$ cat config.mk
export PLATFORM = sky130hd
export DESIGN_NAME = video_timing
export DESIGN_NICKNAME = d
export VERILOG_FILES = /design/src/rtl/video_pkg.sv /design/src/rtl/video_delay.sv /design/src/rtl/video_timing.sv
export SDC_FILE = /design/constraint.sdc
export NUM_CORES = 1
export LEC_CHECK = 0
export ABC_AREA = 1
export CORE_ASPECT_RATIO = 1.4
export CORE_UTILIZATION = 38
export CTS_BUF_LIST = sky130_fd_sc_hd__clkbuf_16
export DETAILED_ROUTE_END_ITERATION = 12
export GPL_ROUTABILITY_DRIVEN = 0
export PLACE_DENSITY = 0.65
export SLEW_MARGIN = 20
export SYNTH_ARGS = -nofsm -noshare
export SYNTH_HDL_FRONTEND = slang
export SYNTH_SLANG_ARGS = --single-unit
$ cat constraint.sdc
create_clock -name I_pix_clk -period 4.1 [get_ports I_pix_clk]
set_input_delay 0.82 -clock I_pix_clk [delete_from_list [all_inputs] [get_ports I_pix_clk]]
set_output_delay 0.82 -clock I_pix_clk [all_outputs]
set_load 0.02 [all_outputs]
$ cat src/rtl/video_pkg.sv
// Shared raster timing sets, pixel types and colour-bar table for the video pipeline.
package video_pkg;

  typedef logic [11:0] coord_t;
  typedef logic [23:0] rgb_t;

  typedef struct packed {
    int   h_active;
    int   h_fp;
    int   h_sync;
    int   h_bp;
    int   v_active;
    int   v_fp;
    int   v_sync;
    int   v_bp;
    logic hs_pol;
    logic vs_pol;
  } timing_t;

  localparam timing_t TIMING_640X480 = '{
    h_active: 640, h_fp: 16, h_sync: 96, h_bp: 48,
    v_active: 480, v_fp: 10, v_sync: 2,  v_bp: 33,
    hs_pol: 1'b0, vs_pol: 1'b0
  };

  localparam timing_t TIMING_1280X720 = '{
    h_active: 1280, h_fp: 110, h_sync: 40, h_bp: 220,
    v_active: 720,  v_fp: 5,   v_sync: 5,  v_bp: 20,
    hs_pol: 1'b1, vs_pol: 1'b1
  };

  // Bars left to right: white, yellow, cyan, green, magenta, red, blue, black.
  localparam rgb_t BAR_TABLE [0:7] = '{
    24'hFFFFFF, 24'hFFFF00, 24'h00FFFF, 24'h00FF00,
    24'hFF00FF, 24'hFF0000, 24'h0000FF, 24'h000000
  };

endpackage

$ cat src/rtl/video_delay.sv
// DEPTH-stage shift register with synchronous clear; clear value is the inactive state.
module video_delay #(
  parameter int DEPTH = 2,
  parameter int WIDTH = 1
) (
  input  logic             clk,
  input  logic             clear,
  input  logic [WIDTH-1:0] din,
  output logic [WIDTH-1:0] dout
);

  logic [WIDTH-1:0] stage [DEPTH];

  always_ff @(posedge clk) begin
    if (clear) begin
      for (int i = 0; i < DEPTH; i++) stage[i] <= '0;
    end else begin
      stage[0] <= din;
      for (int i = 1; i < DEPTH; i++) stage[i] <= stage[i-1];
    end
  end

  assign dout = stage[DEPTH-1];

endmodule

$ cat src/rtl/video_timing.sv
// Raster counters, pixel request issue, LATENCY-aligned sync/de delay and DVI output register.
module video_timing
  import video_pkg::*;
#(
  parameter int   H_ACTIVE = TIMING_640X480.h_active,
  parameter int   H_FP     = TIMING_640X480.h_fp,
  parameter int   H_SYNC   = TIMING_640X480.h_sync,
  parameter int   H_BP     = TIMING_640X480.h_bp,
  parameter int   V_ACTIVE = TIMING_640X480.v_active,
  parameter int   V_FP     = TIMING_640X480.v_fp,
  parameter int   V_SYNC   = TIMING_640X480.v_sync,
  parameter int   V_BP     = TIMING_640X480.v_bp,
  parameter logic HS_POL   = TIMING_640X480.hs_pol,
  parameter logic VS_POL   = TIMING_640X480.vs_pol,
  parameter int   LATENCY  = 2
) (
  input  logic   I_pix_clk,
  input  logic   I_rst,
  input  logic   I_pattern,
  output logic   O_req,
  output coord_t O_req_x,
  output coord_t O_req_y,
  input  rgb_t   I_pix_rgb,
  output logic   O_frame_start,
  output logic   O_rgb_vs,
  output logic   O_rgb_hs,
  output logic   O_rgb_de,
  output logic [7:0] O_rgb_r,
  output logic [7:0] O_rgb_g,
  output logic [7:0] O_rgb_b
);

  localparam int H_TOTAL = H_ACTIVE + H_FP + H_SYNC + H_BP;
  localparam int V_TOTAL = V_ACTIVE + V_FP + V_SYNC + V_BP;
  localparam int BAR_W   = H_ACTIVE / 8;
  localparam int DLY_W   = 3 + $bits(coord_t);

  // Compares run in 13 bits so a sync window ending at 4096 stays representable.
  localparam logic [12:0] H_ACT_END = 13'(H_ACTIVE);
  localparam logic [12:0] HS_START  = 13'(H_ACTIVE + H_FP);
  localparam logic [12:0] HS_END    = 13'(H_ACTIVE + H_FP + H_SYNC);
  localparam logic [12:0] V_ACT_END = 13'(V_ACTIVE);
  localparam logic [12:0] VS_START  = 13'(V_ACTIVE + V_FP);
  localparam logic [12:0] VS_END    = 13'(V_ACTIVE + V_FP + V_SYNC);

  if (H_TOTAL > 4096 || V_TOTAL > 4096) begin : g_bad_total
    $error("video_timing: H_TOTAL/V_TOTAL must not exceed 4096");
  end
  if (LATENCY < 1 || LATENCY > 8) begin : g_bad_latency
    $error("video_timing: LATENCY must be in 1..8");
  end
  if (H_ACTIVE < 8) begin : g_bad_active
    $error("video_timing: H_ACTIVE must be at least 8 for colour bars");
  end

  coord_t h_cnt, v_cnt;
  logic   h_last, v_last;
  logic [12:0] h_ext, v_ext;

  assign h_last = (h_cnt == coord_t'(H_TOTAL - 1));
  assign v_last = (v_cnt == coord_t'(V_TOTAL - 1));
  assign h_ext  = {1'b0, h_cnt};
  assign v_ext  = {1'b0, v_cnt};

  always_ff @(posedge I_pix_clk) begin
    if (I_rst) begin
      h_cnt <= '0;
      v_cnt <= '0;
    end else if (h_last) begin
      h_cnt <= '0;
      v_cnt <= v_last ? '0 : v_cnt + 12'd1;
    end else begin
      h_cnt <= h_cnt + 12'd1;
    end
  end

  logic   req_d, hs_d, vs_d, fs_d;
  logic   req_q, hs_q, vs_q, fs_q;
  coord_t req_x_q, req_y_q;

  assign req_d = (h_ext < H_ACT_END) && (v_ext < V_ACT_END);
  assign hs_d  = (h_ext >= HS_START) && (h_ext < HS_END);
  assign vs_d  = (v_ext >= VS_START) && (v_ext < VS_END);
  assign fs_d  = (h_cnt == '0) && (v_cnt == '0);

  always_ff @(posedge I_pix_clk) begin
    if (I_rst) begin
      req_q   <= 1'b0;
      hs_q    <= 1'b0;
      vs_q    <= 1'b0;
      fs_q    <= 1'b0;
      req_x_q <= '0;
      req_y_q <= '0;
    end else begin
      req_q   <= req_d;
      hs_q    <= hs_d;
      vs_q    <= vs_d;
      fs_q    <= fs_d;
      req_x_q <= req_d ? h_cnt : '0;
      req_y_q <= req_d ? v_cnt : '0;
    end
  end

  assign O_req         = req_q;
  assign O_req_x       = req_x_q;
  assign O_req_y       = req_y_q;
  assign O_frame_start = fs_q;

  logic [DLY_W-1:0] dly_out;
  logic   de_dl, hs_dl, vs_dl;
  coord_t x_dl;

  video_delay #(.DEPTH(LATENCY), .WIDTH(DLY_W)) u_delay (
    .clk   (I_pix_clk),
    .clear (I_rst),
    .din   ({req_q, hs_q, vs_q, req_x_q}),
    .dout  (dly_out)
  );

  assign {de_dl, hs_dl, vs_dl, x_dl} = dly_out;

  // Only the frame-start cycle updates the mode, so a frame never mixes sources.
  logic pattern_q;
  always_ff @(posedge I_pix_clk) begin
    if (I_rst)     pattern_q <= 1'b0;
    else if (fs_q) pattern_q <= I_pattern;
  end

  logic [2:0] bar_idx;
  rgb_t       pix;

  always_comb begin
    bar_idx = 3'd0;
    for (int i = 1; i < 8; i++) begin
      if (x_dl >= coord_t'(i * BAR_W)) bar_idx = 3'(i);
    end
  end

  always_comb begin
    pix = '0;
    if (de_dl) pix = pattern_q ? BAR_TABLE[bar_idx] : I_pix_rgb;
  end

  always_ff @(posedge I_pix_clk) begin
    if (I_rst) begin
      O_rgb_de <= 1'b0;
      O_rgb_hs <= !HS_POL;
      O_rgb_vs <= !VS_POL;
      O_rgb_r  <= '0;
      O_rgb_g  <= '0;
      O_rgb_b  <= '0;
    end else begin
      O_rgb_de <= de_dl;
      O_rgb_hs <= hs_dl ? HS_POL : !HS_POL;
      O_rgb_vs <= vs_dl ? VS_POL : !VS_POL;
      {O_rgb_r, O_rgb_g, O_rgb_b} <= pix;
    end
  end

endmodule

==> results of run 1 <==
[stage by stage]
stage | instances | instance area [sq um]
2_1_floorplan | 456 | 3690
3_3_place_gp | 634 | 4570
3_5_place_dp | 634 | 4570
4_1_cts | 650 | 4850
5_1_grt | 650 | 4850
6_report | 650 | 4850
[metal layers]
layer | GRT usage | up-vias
li1 | - | 1571
met1 | 0.177 | 1369
met2 | 0.281 | 93
met3 | 0.0475 | 10
met4 | 0.0794 | 0
met5 | 0 | -
[layout make-up]
cell class                      count  share of cell area
Sequential cell                   102               0.421
Multi-Input combinational cell    277               0.277
Timing Repair Buffer               80               0.165
Inverter                           65              0.0508
Clock buffer                        9              0.0464
Tap cell                          110              0.0284
Clock inverter                      7              0.0119
[flip-flops by register name, indices dropped and copies added (netlist names), 8 cells and up]
signal	flops
O_rgb_b	8
O_rgb_g	8
h_cnt	12
u_delay.stage	22
v_cnt	12
O_req_x	12
O_req_y	12
O_rgb_r	8
[worst max path at each step]
stage          slack, ns  start               endpoint
3_5_place_dp        1.37  I_rst  O_rgb_b[5]$_SDFF_PP0_
4_1_cts             1.73  I_rst  O_rgb_b[5]$_SDFF_PP0_
6_report            1.74  I_rst  O_rgb_r[5]$_SDFF_PP0_
2_1_floorplan       2.37  I_rst  O_req_x[5]$_SDFF_PP0_
3_3_place_gp        1.43  I_rst    O_rgb_de$_SDFF_PP0_
5_1_grt             1.59  I_rst  O_rgb_b[0]$_SDFF_PP0_
[cell usage after synthesis (2+ instances only)]
master and number:
inv_1 58, nand4_1 10, nor2_2 2, clkbuf_1 4, inv_2 5, nand2_1 75
nor2_1 83, nand3_1 16, nor3_4 2, ha_1 4, clkinv_2 2, buf_1 4
nor3_1 9, a21oi_1 42, o21ai_0 7, dfxtp_1 102, xor2_1 10, nor4_1 2
buf_2 3
[cell families after synthesis]
group / share of synthesized area
and+or+nand+nor: 0.248
DFF: 0.556
buffers and inverters: 0.0825
AOI/OAI and AO/OA: 0.0746
xor gates and xnor gates: 0.0238
adders and majority gates: 0.0136
other: 0.00102
[power groups by stage]
stage	logic (uW)	registers, uW	clock network [uW]
global placement	117	1040	0
detailed placement	117	1040	0
global route	128	1020	868
CTS	118	1010	822
finish	117	1010	793
floorplan	46.8	1050	0
==> impl_metrics.tcl, run 1 <==
set metrics [dict create \
    met2WireLength_um 3850 \
    most-common-layout-cells "102 x dfxtp_1, 83 x nor2_1, 79 x clkdlybuf4s50_1" \
    synth_top_area_frac 0.556 \
    clk_latency_ns 0.34 \
    worstMarginPinSlew_ns 0.809 \
    rsz0062_at_grt "false" \
    crit_type "input pin to flop" \
    ir_drop_v 0.000198 \
    swShare 0.208 \
    cts_buffers 9 \
    finalNetCount 566 \
    wl_met3_um 468 \
    min_path_type "flop to flop" \
    ant_nets 0 \
    slew_headroom 0.459 \
    fin_skew_ns 0.00455 \
    utilization 0.516 \
    final.fill_count 886 \
    layout_commonest_cell "dfxtp_1" \
    seq_power_share 0.527 \
    whs_path_depth 1 \
    p_int_uw 1520 \
    p_leak_uw 0.00197 \
    final_hold_viol_count 0 \
    cp_slowest_cell "nand2_1" \
    cp_data_arrival_time_ns 2.55 \
    post_drt_via_cell_ratio 4.68 \
    crit_path_end_kind "flop" \
    multi_input_area_sq_um 1340 \
    grt_max_degree 38 \
    combPwrFrac 0.061 \
    synth.avg_cell_area_sq_um 8.12 \
    fin_ws_ns 1.74 \
    status "completed" \
    place_ws_ns 1.37 \
    antenna_found_initial 0 \
    worst-r2r-cell-count 7 \
    r2r_start "v_cnt[11]$_SDFFE_PP0P_" \
    period_share 0.577 \
    p_total_uw 1920 \
    pwr-share-clk 0.412 \
    ctsHtreeMaxLevel 3 \
    r2r_slack_ns 2.22 \
    postSynth.topFlopCell "dfxtp_1" \
    synth.yosys.seq_area_share 0.556 \
    diodes 0 \
    crit_cells 5 \
    post_cts_buffers 0 \
    grt_pass1_wl_um 12700 \
    path_buf_inv 3 \
    grt-ovfl-total 0 \
    ios 80 \
    start_util 0.390 \
    holdPathEnd "O_rgb_vs$_SDFF_PP1_" \
    synthDistinctLibCells 31 \
    crit_family "buffers and inverters" \
    ctsRootBufferMaster "clkbuf_16" \
    wl_um 7650 \
    syn_to_final_growth_pct 32.1 \
    period_needed_ns 2.36 \
    ys.warnings.count 0 \
    die_h_um 118 \
    highest_layer "met4" \
    cts_hold_buf 0 \
    synth-seq-cells 102 \
    rows 42 \
    max_freq_ghz 0.423 \
    syn_inst 452 \
    regArea_sq_um 2040 \
    drive_gt1_frac 0.0574 \
    clockBufferDepth 2 \
    dieArea_sq_um 10100 \
    min_from "u_delay.stage[0][27]$_SDFF_PP0_" \
    clk_pin_slew_ns 0.06 \
    hold_ws_ns 0.373 \
    io_buffer_count 79 \
    synth.area.top_cells "dfxtp_1 56%, nor2_1 8.5%, nand2_1 7.7%, inv_1 5.9%, a21oi_1 5.7%" \
    cts_resized 0 \
    drt_iter0_markers 134 \
    yosys.area.top_type "dfxtp_1" \
    finalSetupViolations 0 \
    drc 0 \
    cp_data_required_time_ns 4.28 \
    cellPowerDensity_nw_per_um2 397 \
    vias 3043 \
    maxSlewViolCount 0 \
    grt_pass1_vias 2818 \
    totalNegativeSetupSlack_ns 0 \
    core_sq_um 9410 \
    wl_per_cell_um 11.8 \
    maxCapViolations 0 \
    grt_usage 0.162 \
    synth-edff-count 0 \
    wl_met1_um 3170 \
    cts_tree "yes" \
    cts_sinks 102 \
    hpwl_um 5580 \
    syn-cell-area_sq_um 3670 \
    die_w_um 85.1 \
    r2r_end "O_req_y[0]$_SDFF_PP0_" \
    synthArstFlopShare 0 \
    firstDrtPassIters 4 \
    p_sw_uw 400 \
    cp_slowest_stage_delay_ns 0.62 \
    startpoint_type "input pin" \
    cp_max_fo 37 \
    cp_cell_sequence "clkdlybuf4s50_1 -> buf_4 -> inv_1 -> nand2_1 -> a21oi_1" \
]
Note: power is estimated with default switching activity, not from simulation.
==> run 2, diff against run 1 <==
==> constraint.sdc (replaced) <==
create_clock -name I_pix_clk -period 2.4 [get_ports I_pix_clk]
set_input_delay 0.48 -clock I_pix_clk [delete_from_list [all_inputs] [get_ports I_pix_clk]]
set_output_delay 0.48 -clock I_pix_clk [all_outputs]
set_load 0.02 [all_outputs]
==> impl_metrics.tcl, run 2 (synthesis results as in run 1) <==
set metrics [dict create \
    min_from "u_delay.stage[0][27]$_SDFF_PP0_" \
    r2r_start "h_cnt[0]$_SDFF_PP0_" \
    wl_per_cell_um 11.7 \
    worstMarginPinSlew_ns 0.572 \
    rows 42 \
    grt_pass1_vias 2813 \
    cp_max_fo 14 \
    finalSetupViolations 0 \
    firstDrtPassIters 5 \
    die_w_um 85.1 \
    finalNetCount 570 \
    drive_gt1_frac 0.0699 \
    period_needed_ns 1.87 \
    vias 3042 \
    post_drt_via_cell_ratio 4.65 \
    die_h_um 118 \
    endpoint "v_cnt[1]$_SDFFE_PP0P_" \
    cts_resized 0 \
    slew_headroom 0.618 \
    grt_max_degree 30 \
    cts_sinks 102 \
    grt_usage 0.163 \
    fin_skew_ns 0.00762 \
    grt_pass1_wl_um 12900 \
    start_util 0.390 \
    dieArea_sq_um 10100 \
    use_met2 0.272 \
    r2r_slack_ns 0.53 \
    antenna_found_initial 0 \
    ir_drop_v 0.000370 \
    max_freq_ghz 0.536 \
    largest_register "u_delay.stage" \
    final.fill_count 852 \
    grt-ovfl-total 0 \
    diodes 0 \
    place_inst 638 \
    final_hold_viol_count 0 \
    crit_start "h_cnt[0]$_SDFF_PP0_" \
    cp_slowest_cell "nand3_1" \
    cp_data_arrival_time_ns 2.08 \
    io_buffer_count 79 \
    maxSlewViolCount 0 \
    clk_latency_ns 0.34 \
    cp_data_required_time_ns 2.61 \
    most-common-layout-cells "102 x dfxtp_1, 83 x nor2_1, 79 x clkdlybuf4s50_1" \
    cts_hold_buf 0 \
    crit_path_end_kind "flop" \
    rsz0062_at_grt "false" \
    use_met1 0.188 \
    cts_buffers 9 \
    wl_um 7670 \
    drc 0 \
    syn_to_final_growth_pct 33.9 \
    clk_pin_slew_ns 0.07 \
    core_sq_um 9410 \
    layout_commonest_cell "dfxtp_1" \
    min_path_type "flop to flop" \
    totalNegativeSetupSlack_ns 0 \
    fin_cells 654 \
    hpwl_um 5600 \
    crit_type "flop to flop" \
    cp_cell_sequence "ha_1 -> nand2_1 -> clkinv_2 -> nand2_4 -> nor2_1 -> nand3_1 -> a21oi_1 -> a211oi_2" \
    period_share 0.778 \
    r2r_end "v_cnt[1]$_SDFFE_PP0P_" \
    cp_slowest_stage_delay_ns 0.42 \
    worst-r2r-cell-count 8 \
    ant_nets 0 \
    clockBufferDepth 2 \
    cellPowerDensity_nw_per_um2 707 \
    status "completed" \
    p_leak_uw 0.00200 \
    largest_register_ffs 22 \
    ctsHtreeMaxLevel 3 \
    drt_iter0_markers 146 \
    top_usage_layer "met2" \
    met3_usage 0.0461 \
    maxCapViolations 0 \
    cts_tree "yes" \
    ios 80 \
    post_cts_buffers 0 \
    startpoint_type "flop" \
    ctsRootBufferMaster "clkbuf_16" \
]
run 2: changes by cell type in the layout (fill, tap and decap cells not counted), sizes merged:
cell / before / now
bufinv: 1 / 2
clkinvlp: 1 / 0
buf: 1 / 5
run 2: area by class of cell:
cell class	instances	area, sq um	area share
clock buffer	9	225	0.0458
clock inverter	7	95.1	0.0193
inverter	65	246	0.0501
multi-input combinational	277	1340	0.273
sequential	102	2040	0.415
tap	110	138	0.0280
timing repair buffer	84	828	0.168
run 2: power breakdown:
part	leakage, uW	total (uW)	switching [uW]	internal (uW)
sequential	0.000827	1730	12.2	1720
clock	0.000158	1540	626	917
combinational	0.00102	203	106	97.2
run 2: worst max-delay path, delay by kind of cell (launching register included):
kind,cells,cell delay [ns]
and+or+nand+nor,4,0.68
DFF,1,0.37
buffers and inverters,1,0.09
adders and majority gates,1,0.18
AOI/OAI and AO/OA,2,0.40
run 2: per-stage QoR:
stage          power, uW  instance area (sq um)  hold WS [ns]  setup WS (ns)  utilization
2_1_floorplan       1870                   3690         0.351          0.964            -
3_3_place_gp        1980                   4600         0.358          0.542        0.489
3_5_place_dp        1980                   4600         0.362          0.496        0.489
4_1_cts             3520                   4920         0.378          0.539        0.523
5_1_grt             3620                   4920         0.395          0.376        0.523
6_report            3480                   4920         0.376          0.533        0.523
run 2: worst min path at each step:
| stage | to | slack, ns | depth (start not counted) |
|---|---|---|---|
| floorplan | O_rgb_hs$_SDFF_PP1_ | 0.35 | 1 |
| global placement | O_rgb_vs$_SDFF_PP1_ | 0.36 | 1 |
| detailed placement | O_rgb_vs$_SDFF_PP1_ | 0.36 | 1 |
| CTS | O_rgb_vs$_SDFF_PP1_ | 0.38 | 1 |
| global route | O_rgb_hs$_SDFF_PP1_ | 0.39 | 1 |
| finish | O_rgb_vs$_SDFF_PP1_ | 0.38 | 1 |
run 2: routing by layer:
| metal | share of wire | wire length [um] | vias to the layer above |
|---|---|---|---|
| li1 | - | - | 1581 |
| met1 | 0.43 | 3330 | 1363 |
| met2 | 0.49 | 3730 | 87 |
| met3 | 0.061 | 467 | 11 |
| met4 | 0.018 | 139 | 0 |
| met5 | 0 | 0 | - |
==> run 3, diff against run 2 <==
==> constraint.sdc (replaced) <==
create_clock -name I_pix_clk -period 1.75 [get_ports I_pix_clk]
set_input_delay 0.35 -clock I_pix_clk [delete_from_list [all_inputs] [get_ports I_pix_clk]]
set_output_delay 0.35 -clock I_pix_clk [all_outputs]
set_load 0.02 [all_outputs]
==> impl_metrics.tcl, run 3 (synthesis results as in run 1) <==
set metrics [dict create \
    status "completed" \
    crit_family "buffers and inverters" \
    cts_buffers 9 \
    period_needed_ns 1.69 \
    wl_per_cell_um 11.8 \
    hold_ws_ns 0.369 \
    ios 80 \
    cp_slowest_stage_delay_ns 0.63 \
    most-common-layout-cells "102 x dfxtp_1, 83 x nor2_1, 79 x clkdlybuf4s50_1" \
    max_freq_ghz 0.593 \
    finalNetCount 575 \
    seq_power_share 0.503 \
    cts_sinks 102 \
    clockBufferDepth 2 \
    drive_gt1_frac 0.0785 \
    pwr-share-clk 0.437 \
    ctsRootBufferMaster "clkbuf_16" \
    largest_register "u_delay.stage" \
    final_hold_viol_count 0 \
    hpwl_um 5750 \
    final.fill_count 879 \
    grt-ovfl-total 0 \
    swShare 0.208 \
    die_h_um 118 \
    finalSetupViolations 0 \
    min_path_type "flop to flop" \
    die_w_um 85.1 \
    ctsHtreeMaxLevel 3 \
    cts_hold_buf 0 \
    grt_pass1_wl_um 12800 \
    clk_latency_ns 0.35 \
    grt_max_degree 26 \
    syn_to_final_growth_pct 35.0 \
    rsz0062_at_grt "false" \
    clk_pin_slew_ns 0.07 \
    p_total_uw 4720 \
    fin_skew_ns 0.00594 \
    vias 3058 \
    totalNegativeSetupSlack_ns 0 \
    wl_um 7770 \
    p_leak_uw 0.00203 \
    cts_tree "yes" \
    cp_cell_sequence "clkdlybuf4s50_1" \
    drt_iter0_markers 122 \
    ant_nets 0 \
    firstDrtPassIters 4 \
    p_int_uw 3740 \
    drc 0 \
    post_drt_via_cell_ratio 4.65 \
    combPwrFrac 0.061 \
    crit_path_end_kind "output port" \
    layout_commonest_cell "dfxtp_1" \
    cp_data_arrival_time_ns 1.34 \
    cp_max_fo 2 \
    cts_resized 0 \
    post_cts_buffers 0 \
    largest_register_ffs 22 \
    crit_type "flop to output port" \
    io_buffer_count 79 \
    grt_pass1_vias 2858 \
    rows 42 \
    dieArea_sq_um 10100 \
    maxCapViolations 0 \
    core_sq_um 9410 \
    cp_data_required_time_ns 1.40 \
    diodes 0 \
    cp_slowest_cell "clkdlybuf4s50_1" \
    cellPowerDensity_nw_per_um2 953 \
    period_share 0.964 \
    ir_drop_v 0.000530 \
    r2r_slack_ns 0.16 \
    start_util 0.390 \
    antenna_found_initial 0 \
    grt_usage 0.163 \
    path_buf_inv 1 \
    p_sw_uw 983 \
    maxSlewViolCount 0 \
    startpoint_type "flop" \
]
run 3: cell types whose count changed in the layout (fill, tap and decap cells not counted):
cell        previous run  this run
clkinv_4               1         0
buf_12                 0         1
clkinv_2               3         4
buf_4                  5         9
clkinvlp_4             0         1
clkinv_1               1         0
inv_6                  2         1
run 3: power by group through the flow:
stage               Sequential [uW]  Combinational (uW)  Clock (uW)
floorplan                      2460                 110           0
global placement               2430                 285           0
detailed placement             2430                 286           0
CTS                            2380                 288        2140
global route                   2380                 316        2220
finish                         2380                 286        2060
run 3: final cells by class:
class / count / area [sq um] / share of cell area
Sequential cell: 102 / 2040 / 0.412
Multi-Input combinational cell: 277 / 1340 / 0.271
Timing Repair Buffer: 89 / 878 / 0.177
Inverter: 65 / 246 / 0.0497
Clock buffer: 9 / 225 / 0.0454
Tap cell: 110 / 138 / 0.0278
Clock inverter: 6 / 86.3 / 0.0174
run 3: worst paths after layout:
path,start,end,cells after the start
setup / recovery,O_req_x[4]$_SDFF_PP0_,O_req_x[4],1
hold reg to reg,u_delay.stage[0][27]$_SDFF_PP0_,O_rgb_vs$_SDFF_PP1_,1
hold / removal,u_delay.stage[0][27]$_SDFF_PP0_,O_rgb_vs$_SDFF_PP1_,1
setup reg to reg,h_cnt[0]$_SDFF_PP0_,v_cnt[3]$_SDFFE_PP0P_,9
run 3: routing by layer:
layer	share of wire	track usage
met1	0.41	0.172
met2	0.50	0.283
met3	0.061	0.0552
met4	0.025	0.0890
met5	0	0
run 3: metrics by stage:
step,std cells,util,instance area (sq um),setup slack [ns]
2_1_floorplan,456,-,3690,0.314
3_3_place_gp,643,0.494,4650,0.0718
3_5_place_dp,643,0.494,4650,0.0257
4_1_cts,658,0.527,4960,0.0451
5_1_grt,658,0.527,4960,0.00283
6_report,658,0.527,4960,0.0629
